<file path="config.mk">
export PLATFORM = sky130hd
export DESIGN_NAME = btn_control_encoder
export DESIGN_NICKNAME = d
export VERILOG_FILES = /design/src/rtl/btn_control_encoder.sv
export SDC_FILE = /design/constraint.sdc
export NUM_CORES = 1
export LEC_CHECK = 0
export ABC_AREA = 1
export BUFFER_PORTS_ARGS = -buffer_cell sky130_fd_sc_hd__buf_2
export CAP_MARGIN = 0
export CORE_MARGIN = 2
export CORE_UTILIZATION = 55
export DETAILED_ROUTE_END_ITERATION = 8
export PLACE_DENSITY = 0.71
export SYNTH_ARGS = -nofsm -noshare
export SYNTH_HDL_FRONTEND = slang
export SYNTH_SLANG_ARGS = --single-unit
</file>
<file path="constraint.sdc">
create_clock -name clk -period 3.4 [get_ports clk]
set_input_delay 0.34 -clock clk [delete_from_list [all_inputs] [get_ports clk]]
set_output_delay 0.34 -clock clk [all_outputs]
set_load 0.05 [all_outputs]
</file>
<file path="src/rtl/btn_control_encoder.sv">
// Button front end: sync, debounce and rise-detect four buttons, gather near-simultaneous
// presses into one chord word. Optional macro LONG_PRESS_CONFIRM_EN adds long-press confirm.
module btn_control_encoder #(
  parameter int unsigned DEBOUNCE_CYCLES = 1000000,
  parameter int unsigned CHORD_CYCLES    = 2500000,
  parameter int unsigned LONG_CYCLES     = 50000000,
  parameter int unsigned CNT_W           = 26
) (
  input  logic       clk,
  input  logic       rst_n,
  input  logic [3:0] btn_raw,
  output logic [3:0] control,
  output logic       control_valid,
  output logic       busy
);

  typedef enum logic [1:0] {StIdle, StCollect, StEmit, StWaitRelease} state_e;

  localparam logic [CNT_W-1:0] CntOne    = {{(CNT_W-1){1'b0}}, 1'b1};
  localparam logic [CNT_W-1:0] DbLast    = CNT_W'(DEBOUNCE_CYCLES - 1);
  localparam logic [CNT_W-1:0] ChordLast = CNT_W'(CHORD_CYCLES - 1);

  logic [3:0]       sync1_q, sync2_q;
  logic [3:0]       db_q, db_dly_q;
  logic [3:0]       rise;
  logic [CNT_W-1:0] db_cnt_q [4];

  state_e           state_q, state_d;
  logic [3:0]       mask_q, mask_d;
  logic [CNT_W-1:0] chord_cnt_q, chord_cnt_d;
  logic [3:0]       control_q, control_d;
  logic             valid_q, valid_d;

  // Sync + per-bit debounce: db only follows sync after DEBOUNCE_CYCLES of disagreement.
  always_ff @(posedge clk or negedge rst_n) begin
    if (!rst_n) begin
      sync1_q  <= '0;
      sync2_q  <= '0;
      db_q     <= '0;
      db_dly_q <= '0;
      for (int i = 0; i < 4; i++) db_cnt_q[i] <= '0;
    end else begin
      sync1_q  <= btn_raw;
      sync2_q  <= sync1_q;
      db_dly_q <= db_q;
      for (int i = 0; i < 4; i++) begin
        if (sync2_q[i] == db_q[i]) begin
          db_cnt_q[i] <= '0;
        end else if (db_cnt_q[i] == DbLast) begin
          db_q[i]     <= sync2_q[i];
          db_cnt_q[i] <= '0;
        end else begin
          db_cnt_q[i] <= db_cnt_q[i] + CntOne;
        end
      end
    end
  end

  assign rise = db_q & ~db_dly_q;

`ifdef LONG_PRESS_CONFIRM_EN
  localparam logic [CNT_W-1:0] LongLast = CNT_W'(LONG_CYCLES - 1);

  logic [CNT_W-1:0] long_cnt_q, long_cnt_d;
  logic             long_done_q, long_done_d;

  always_ff @(posedge clk or negedge rst_n) begin
    if (!rst_n) begin
      long_cnt_q  <= '0;
      long_done_q <= 1'b0;
    end else begin
      long_cnt_q  <= long_cnt_d;
      long_done_q <= long_done_d;
    end
  end
`else
  logic unused_long_cycles;
  assign unused_long_cycles = ^LONG_CYCLES;
`endif

  always_ff @(posedge clk or negedge rst_n) begin
    if (!rst_n) begin
      state_q     <= StIdle;
      mask_q      <= '0;
      chord_cnt_q <= '0;
      control_q   <= '0;
      valid_q     <= 1'b0;
    end else begin
      state_q     <= state_d;
      mask_q      <= mask_d;
      chord_cnt_q <= chord_cnt_d;
      control_q   <= control_d;
      valid_q     <= valid_d;
    end
  end

  always_comb begin
    state_d     = state_q;
    mask_d      = mask_q;
    chord_cnt_d = chord_cnt_q;
    control_d   = '0;
    valid_d     = 1'b0;
`ifdef LONG_PRESS_CONFIRM_EN
    long_cnt_d  = '0;
    long_done_d = long_done_q;
`endif
    unique case (state_q)
      StIdle: begin
`ifdef LONG_PRESS_CONFIRM_EN
        long_done_d = 1'b0;
`endif
        if (rise != '0) begin
          mask_d      = rise;
          chord_cnt_d = '0;
          state_d     = StCollect;
        end
      end
      StCollect: begin
        // Releases inside the window never clear mask bits; a last-cycle rise still counts.
        mask_d      = mask_q | rise;
        chord_cnt_d = chord_cnt_q + CntOne;
        if (chord_cnt_q == ChordLast) begin
          control_d = mask_q | rise;
          valid_d   = 1'b1;
          state_d   = StEmit;
        end
      end
      StEmit: begin
        state_d = StWaitRelease;
      end
      StWaitRelease: begin
`ifdef LONG_PRESS_CONFIRM_EN
        if (db_q == '0) begin
          state_d = StIdle;
        end else begin
          long_cnt_d = long_cnt_q + CntOne;
          // A chord that was already a confirm does not get a second one.
          if (long_cnt_q == LongLast && !long_done_q && mask_q != 4'b1111) begin
            control_d   = 4'b1111;
            valid_d     = 1'b1;
            long_done_d = 1'b1;
          end
        end
`else
        if (db_q == '0) state_d = StIdle;
`endif
      end
      default: state_d = StIdle;
    endcase
  end

  assign control       = control_q;
  assign control_valid = valid_q;
  assign busy          = (state_q != StIdle);

endmodule

</file>
Word level (Yosys, flattened, before mapping)
Cells that the tools add are included.
{"block": "totals", "register_bits": 157, "inputBits": 6, "out_inout_bits": 6, "word_cells": 74}
{"block": "classes", "n_addsub": 5, "n_eq_ne": 15, "muxes": 20, "bitwise_logic": 7, "reduce_logical": 11}
{"op": "$mux W26", "count": 9}
{"op": "$add A26 B1 Y26 const B", "count": 5}
{"op": "$eq A26 B20 Y1 const B", "count": 4}
{"op": "$pmux W26 S2", "count": 1}
{"op": "$eq A26 B22 Y1 const B", "count": 1}
{"op": "$mux W4", "count": 3}
{"op": "$reduce_and A2 Y1", "count": 5}
{"op": "$pmux W2 S4", "count": 1}
{"op": "$pmux W4 S2", "count": 1}
{"op": "$mux W2", "count": 3}
{"op": "$ne A2 B2 Y1 const B", "count": 3}
{"op": "$and A4 B4 Y4", "count": 1}
{"op": "$eq A1 B1 Y1", "count": 4}
{"op": "$eq A2 B2 Y1 const B", "count": 2}
{"op": "$logic_not A4 Y1", "count": 1}
{"op": "$not A1 Y1", "count": 4}
{"op": "$not A4 Y4", "count": 1}
{"op": "$or A4 B4 Y4", "count": 1}
{"op": "$reduce_bool A2 Y1", "count": 2}
{"op": "$reduce_bool A4 Y1", "count": 1}
{"op": "$reduce_and A3 Y1", "count": 1}
{"op": "$eq A2 B1 Y1 const B", "count": 1}
{"op": "$logic_not A2 Y1", "count": 1}
{"op": "$mux W1", "count": 2}

Depth between registers and ports, before layout
Gate-level depths: netlist of the first run.
{"block": "logic_depth", "word_depth": 5, "ltp_mapped": 10, "mapped_depth_nobuf": 10}

Least setup slack after synthesis of the first run
No wires, ideal clock.
{"block": "synth_path", "kind": "flip-flop to flip-flop", "startpoint": "register state_q[0]", "endpoint": "register chord_cnt_q[3]", "setup_ns": 0.114, "arrival_ns": 1.416, "required_ns": 3.286, "path_slack_ns": 1.870, "path_stages_with_launch": 9, "path_buffers": 1, "period_less_slack_ns": 1.530, "cell_sequence": "dfrtp_1 -> inv_1 -> ha_1 -> nor2_2 -> o21bai_4 -> buf_2 -> o21bai_1 -> inv_1 -> nor2_1"}
{"block": "synth_between", "elab_chain_cells": 3, "elab_cells_between_ends": 6, "classes_between": "2 x eq/ne; 1 x mux; 3 x reduce/logical"}
{"element": "from (decl)", "line_no": "28", "source": "state_e state_q, state_d;"}
{"element": "from (signal assigned)", "line_no": "83", "source": "state_q <= StIdle;"}
{"element": "from (signal assigned)", "line_no": "89", "source": "state_q <= state_d;"}
{"element": "$eq A2 B1 Y1 / $logic_not A2 Y1 (equally long branches)", "line_no": "107", "source": "unique case (state_q)"}
{"element": "$reduce_bool A2 Y1 (no source line) / $ne A2 B2 Y1 (equally long branches)"}
{"element": "$reduce_and A2 Y1 (no source line)"}
{"element": "to (signal assigned)", "line_no": "91", "source": "chord_cnt_q <= chord_cnt_d;"}
{"element": "to (decl)", "line_no": "30", "source": "logic [CNT_W-1:0] chord_cnt_q, chord_cnt_d;"}
Several ways; a longest one is shown, not always the timed one.
A chain may end at the register's enable or synchronous reset.

Final worst setup path of the first run
{"block": "layout_path", "startpoint": "register state_q[1]", "endpoint": "register chord_cnt_q[14]"}
The elaborated chain is that of the path after synthesis.

==> results of run 1 <==
[placed cells by master, fill, tap and decap left out, types with 6 or more instances in the layout]
cell       synthesis  final
nand2_1          343    343
nor2_2            13     13
a21oi_1           16     16
nor2_4            10     10
ha_1              14     14
nand4_1           38     38
o21bai_1           6      6
xnor2_1           14     14
nor3_2             6      6
nor2_1           284    284
dfrtp_1          157    157
xor2_1            41     41
inv_1            143    143
buf_2              5     10
nand3_2            9      9
nor3_1            36     36
nand3_1           79     79
o21ai_0           15     15
clkbuf_16          0     17
[through the flow]
| step | worst slack, ps | util (%) | area, µm² |
|---|---|---|---|
| after floorplan | 1870 | - | 9150 |
| after global placement | 1390 | 57.7 | 9470 |
| after detailed placement | 1320 | 57.7 | 9470 |
| after CTS | 1310 | 61.6 | 10100 |
| after global routing | 1080 | 61.6 | 10100 |
| final | 1310 | 61.6 | 10100 |
[area by class of cell]
cell class                 count  area share [%]
inverter                     148            5.52
multi-input combinational    953            45.6
tap                          220            2.72
clock inverter                14            1.91
sequential                   157            38.8
clock buffer                  18            4.24
timing repair buffer          16            1.15
[how the worst max path moves through the flow]
| stage | start | end | slack (ps) | depth (start not counted) |
|---|---|---|---|---|
| finish | state_q[1] | chord_cnt_q[14] | 1310 | 9 |
| floorplan | state_q[0] | chord_cnt_q[3] | 1870 | 8 |
| detailed placement | state_q[1] | chord_cnt_q[14] | 1320 | 9 |
| CTS | state_q[1] | chord_cnt_q[13] | 1310 | 9 |
| global placement | state_q[0] | chord_cnt_q[3] | 1390 | 8 |
| global route | state_q[0] | chord_cnt_q[3] | 1080 | 8 |
[power groups by stage]
stage          combinational, µW  sequential [µW]  clock, µW
6_report                    98.5             1900       2020
5_1_grt                      116             1910       2130
4_1_cts                      103             1900       2060
3_5_place_dp                 101             1940          0
3_3_place_gp                 100             1940          0
2_1_floorplan               44.1             1930          0
[flip-flops by register name, indices dropped and copies added, names as in the netlist]
signal,flops
mask_q,4
chord_cnt_q,26
db_dly_q,4
db_cnt_q,104
control_valid,1
sync1_q,4
state_q,2
control,4
sync2_q,4
db_q,4
[per-layer routing]
layer	vias up	wire [µm]	global-route usage (%)
met4	0	261	7.17
li1	4015	-	-
met5	-	0	0
met3	20	675	4.33
met1	3615	9810	33.7
met2	140	9030	37.9
[worst reg2reg max path, delay by kind of cell (launching register included)]
kind | cells | cell delay, ps
compound gates | 1 | 380
fa+ha+maj | 1 | 150
buf+inv | 3 | 510
flops | 1 | 410
simple gates | 4 | 550
[kinds of logic after synthesis]
| logic type | after synthesis | synth area share, % |
|---|---|---|
| AOI/OAI and AO/OA | 46 | 2.93 |
| xor gates and xnor gates | 56 | 5.44 |
| adders and majority gates | 14 | 1.91 |
| buffers and inverters | 158 | 6.66 |
| DFF | 157 | 42.9 |
| and+or+nand+nor | 837 | 40.1 |
==> results.tsv, run 1 <==
stage	metric	value	unit
setup_path	crit path max-delay cell type	dfrtp_1	
floorplanning	num rows	47	
floorplanning	Placeable Area	0.0164	mm²
cts	Resized cells post-CTS	0	
global_routing	Total GRT Usage	23.9	%
yosys	post-synth cell types	35	
sta	final number of hold-violating endpoints	0	
drt	Vias/cell	5.10	
setup_path	Worst R2R Start	state_q[1]	
placement	Port Buf Inserts	11	
worst_hold_path	Hold WC Path Type	input port to flop	
cts	CTS root buffer	clkbuf_16	
global_routing	initial antenna violation count	0	
setup_path	startpoint types	flop	
flow_run	max-cap viol count	0	
worst_hold_path	worst-case hold path end point	sync1_q[2]	
status	status	finished, final reports clean	
drt	1st-iter DRT viols	544	
drt	post-route ant nets	0	
drt	via count	7790	
finish	Register Area	0.00393	mm²
global_routing	number of global-route vias before repair	7390	
cts	# H-tree levels	4	
cts	Sink Count	157	
sta	max-slew violations	0	
worst_hold_path	HP Start	btn_raw[2]	
yosys	FF+latch count, synth	157	
finish	Layout area overhead	10.5	%
cts	CTS tree	built	
yosys	syn nets	1288	
finish	n_diodes	0	
floorplanning	Die Ht	133	µm
yosys	Yosys top cell by area	dfrtp_1	
sta	Setup Viol. Count Final	0	
finish	layout cell share with drive strength beyond 1	8.12	%
sta	clk_skew	9.16	ps
sta	worst slew pin tran	799	ps
setup_path	r2r worst-path depth	9	
pwr	Logic pwr share	2.4	%
sta	worst hold margin	15.0	ps
floorplanning	Initial Util	55.8	%
yosys	mapped cell area	0.00915	mm²
drt	WL final	19.8	mm
cts	Clock Path Buffers	2	
sta	unrepaired setup endpoints after global routing	no	
pwr	NetSw	885	µW
pwr	clock network fraction of total power	50.2	%
yosys	synth cell count leaders	nand2_1, nor2_1, dfrtp_1	
finish	fin nets	1313	
sta	headroom to the max-slew limit	46.6	%
worst_hold_path	worst hold stages	1	
drt	DRT Pass-1 Iters	5	
setup_path	Setup crit end kind	flop	
yosys	synth warn	0	
setup_path	most used cell, CP	nor2_2	
setup_path	Crit path max-delay family	simple AND/OR/NAND/NOR gates	
setup_path	Crit Path Max Fanout	37	
pwr	Leak Pwr	0.00447	µW
floorplanning	Die Area	0.0177	mm²
finish	Layout fillers	1488	
setup_path	Setup Crit Path Kind	flop to flop	
finish	Post-Layout Cell Count	1526	
pwr	Overall Power	4030	µW
pwr	Reg power frac	47.3	%
yosys	Synth top area share	42.9	%
pwr	Internal Power	3140	µW
pwr	maximum VDD drop	0.379	mV
sta	TNS Setup	0	ps
finish	area occupied by multi-input gates	0.00461	mm²
setup_path	CP cell instances	inv_1, ha_1, buf_4, nor2_2, o21bai_4, nor2_2, inv_2, nand2_1, nor2_1	
setup_path	Max stage delay on crit path	410	ps
yosys	number of synthesized flops with an enable pin	0	
setup_path	CP bufs+invs	3	
pwr	Sw Ratio	22.0	%
placement	post-placement cell count	1492	
cts	Clock Latency Late Sink	430	ps
placement	GP Congestion	0.947	
sta	fin crit share	61.6	%
floorplanning	I/O pins	12	
setup_path	Arr. time, crit path	2410	ps
cts	clock-pin slew on the worst setup and hold paths	70	ps
yosys	Post-synth ARST share	100	%
global_routing	largest net degree at the start of global routing	80	
placement	hpwl dp	14.4	mm
cts	buffers inserted by post-CTS timing repair	0	
yosys	share of the yosys chip area belonging to registers	42.9	%
yosys	most common flop cell mapped by yosys	dfrtp_1	
setup_path	Reg2Reg Capture Point	chord_cnt_q[14]	
setup_path	R2R setup slack	1310	ps
sta	min Tclk post-route	2090	ps
cts	TritonCTS buffer count	17	
pwr	P per Cell Area	398	mW/mm²
drt	drt drc	0	
yosys	top-count cell post-synth	nand2_1	
sta	Max Freq	0.478	GHz
yosys	Mean Syn Cell Area	7.22	µm²
global_routing	Overflow after GRT	0	
yosys	Area contributors post-synth	dfrtp_1, nand2_1, nor2_1, inv_1, nand3_1	
setup_path	WP data required	3720	ps
yosys	Synth Instances	1268	
drt	routed len/inst	13.0	µm
cts	cts hold-fix bufs	1	
global_routing	first-pass GRT wire length	34.3	mm
floorplanning	die width	133	µm
Note: power is estimated with default switching activity, not from simulation.
==> run 2, diff against run 1 <==
==> constraint.sdc (replaced) <==
create_clock -name clk -period 2 [get_ports clk]
set_input_delay 0.2 -clock clk [delete_from_list [all_inputs] [get_ports clk]]
set_output_delay 0.2 -clock clk [all_outputs]
set_load 0.05 [all_outputs]
==> run 2 against run 1 <==
Compared with the run above:
- register-to-register slack lost 1000 ps
- die area unchanged
- worst hold slack improved by 260 ps
- clock skew increased by 2.1 ps
- critical path depth shrank 4
- non-clock buffer count is 8 higher
- first-iteration DRC count increased by 34%
- combinational power is 78% higher
- worst setup slack lost 1000 ps
- sequential power grew 71%
- final area rose by 0.24%
- maximum frequency is 20% higher
- highest routed layer unchanged
==> results.tsv, run 2 (synthesized netlist as in run 1, its figures left out) <==
stage	metric	value	unit	change
pwr	maximum VDD drop	0.740	mV	+95%
pwr	Internal Power	5120	µW	+63%
pwr	P per Cell Area	655	mW/mm²	+65%
finish	biggest regs	db_cnt_q (104), chord_cnt_q (26)		
drt	DRT Pass-1 Iters	6		+1
finish	layout cell share with drive strength beyond 1	8.45	%	+0.34 points
global_routing	largest net degree at the start of global routing	60		-25%
setup_path	Worst R2R Start	chord_cnt_q[1]		
setup_path	crit path max-delay cell type	dfrtp_1		
setup_path	Crit path max-delay family	simple AND/OR/NAND/NOR gates		
sta	min Tclk post-route	1740	ps	-353 ps
finish	n_diodes	0		unchanged
global_routing	initial antenna violation count	0		unchanged
cts	CTS tree	built		
setup_path	WP data required	2320	ps	-1400 ps
finish	max reg flops	104		unchanged
finish	Reg with most FFs	db_cnt_q		
cts	Sink Count	157		unchanged
pwr	NetSw	1520	µW	+72%
drt	drt drc	0		unchanged
floorplanning	I/O pins	12		unchanged
setup_path	CP cell instances	ha_1, nand3_1, nor3_1, nand3_1, a21oi_1		
floorplanning	Initial Util	55.8	%	unchanged
global_routing	first-pass GRT wire length	34.9	mm	+2.0%
pwr	Reg power frac	48.7	%	+1.4 points
sta	fin crit share	87.0	%	+25 points
floorplanning	Die Ht	133	µm	unchanged
global_routing	Total GRT Usage	24.3	%	+0.42 points
flow_run	max-cap viol count	0		unchanged
sta	unrepaired setup endpoints after global routing	no		
cts	buffers inserted by post-CTS timing repair	0		unchanged
setup_path	most used cell, CP	nand3_1		
pwr	Sw Ratio	22.9	%	+0.88 points
sta	headroom to the max-slew limit	66.8	%	+20 points
placement	hpwl dp	14.9	mm	+3.8%
drt	post-route ant nets	0		unchanged
cts	Clock Latency Late Sink	420	ps	about the same
finish	commonest non-fill, non-tap cell in the layout	nand2_1		
floorplanning	die width	133	µm	unchanged
global_routing	GRT busiest layer	met2		
floorplanning	Die Area	0.0177	mm²	unchanged
setup_path	Setup Crit Path Kind	flop to flop		
setup_path	startpoint types	flop		
sta	Setup Viol. Count Final	0		unchanged
finish	fin nets	1321		+0.61%
global_routing	grt met2 use	37.9	%	+0.058 points
global_routing	met1 Use GR	35.1	%	+1.5 points
setup_path	CP bufs+invs	0		-3
setup_path	R2R setup slack	260	ps	-1050 ps
global_routing	Overflow after GRT	0		unchanged
finish	Layout area overhead	10.8	%	
placement	Port Buf Inserts	11		unchanged
floorplanning	num rows	47		unchanged
finish	Post-Layout Cell Count	1533		+0.46%
finish	most frequent cells in the layout	nand2_1, nor2_1, dfrtp_1		
drt	WL final	20.4	mm	+3.0%
sta	Max Freq	0.575	GHz	+20%
sta	TNS Setup	0	ps	unchanged
setup_path	Setup crit end kind	flop		
status	status	finished, final reports clean		
global_routing	met3 usage	4.71	%	+0.38 points
placement	GP Congestion	0.922		-2.7%
placement	placed cell areas	0.00951	mm²	+0.40%
sta	max-slew violations	0		unchanged
drt	via count	7992		+2.6%
sta	final number of hold-violating endpoints	0		unchanged
pwr	Logic pwr share	2.6	%	+0.2 points
finish	Layout fillers	1494		+0.40%
global_routing	number of global-route vias before repair	7487		+1.3%
setup_path	Arr. time, crit path	2060	ps	-350 ps
setup_path	Crit Path Max Fanout	6		-84%
drt	routed len/inst	13.3	µm	+2.5%
finish	design area	0.0101	mm²	+0.24%
worst_hold_path	Hold WC Path Type	input port to async pin		
pwr	Leak Pwr	0.00449	µW	+0.49%
floorplanning	Placeable Area	0.0164	mm²	unchanged
cts	TritonCTS buffer count	17		unchanged
sta	worst slew pin tran	497	ps	-302 ps
cts	CTS root buffer	clkbuf_16		
setup_path	Max stage delay on crit path	390	ps	-20 ps
setup_path	CP Launch Point	chord_cnt_q[1]		
pwr	clock network fraction of total power	48.6	%	-1.6 points
cts	Clock Path Buffers	2		unchanged
cts	# H-tree levels	4		unchanged
placement	post-placement cell count	1497		+0.34%
sta	clk_skew	11.3	ps	+2.11 ps
drt	1st-iter DRT viols	728		+34%
cts	clock-pin slew on the worst setup and hold paths	70	ps	about the same
drt	Vias/cell	5.21		+2.1%
-- run 2: cell types whose count changed in the layout (fill, tap and decap cells not counted) --
cell and delta:
inv_6 +1, bufinv_16 -2, clkinvlp_4 -1, clkbuf_8 +1
clkbuf_1 -1, clkinv_2 +1, buf_4 +5, dlygate4sd3_1 +3
-- run 2: worst reg2reg max path, delay by kind of cell (launching register included) --
kind            cells  cell delay, ps
flops               1             390
fa+ha+maj           1             250
compound gates      1             260
simple gates        3             740
-- run 2: stage by stage --
step,power (µW),setup slack (ps),hold WS (ps),util [%]
4_1_cts,6700,256,295,61.8
6_report,6640,260,279,61.8
3_3_place_gp,3470,303,175,58.0
2_1_floorplan,3360,470,-95.6,-
5_1_grt,6860,79.6,308,61.8
3_5_place_dp,3470,299,172,58.0
-- run 2: final timing paths --
kind | endpoint | cells past startpoint
setup reg to reg | control[1] | 5
hold reg to reg | sync2_q[3] | 0
hold / removal | db_cnt_q[4] | 2
setup / recovery | control[1] | 5
max in group asynchronous | db_cnt_q[12] | 3
min in group clk | sync2_q[3] | 0
-- run 2: final cells by class --
| class | count | area, µm² | area share [%] |
|---|---|---|---|
| timing repair buffer | 24 | 184 | 1.81 |
| inverter | 148 | 558 | 5.50 |
| sequential | 157 | 3930 | 38.8 |
| multi-input combinational | 953 | 4610 | 45.5 |
| tap | 220 | 275 | 2.72 |
| clock buffer | 18 | 439 | 4.33 |
| clock inverter | 13 | 139 | 1.37 |
-- run 2: power by group through the flow --
stage	sequential, µW	clock, µW	combinational, µW
2_1_floorplan	3290	0	75.0
5_1_grt	3240	3410	206
3_3_place_gp	3290	0	173
3_5_place_dp	3300	0	175
4_1_cts	3240	3280	183
6_report	3240	3230	175
-- run 2: timing repair --
| item | CTS | global route |
|---|---|---|
| endpoints found under the hold margin | 48 | 0 |
| hold buffers | 5 | 0 |
| gates resized for setup | 0 | 0 |
-- run 2: per-layer routing --
layer / vias to the layer above / part of all wire (%)
met5: - / 0
met4: 0 / 1.1
met3: 20 / 4.8
met2: 205 / 46
met1: 3726 / 48
li1: 4041 / -
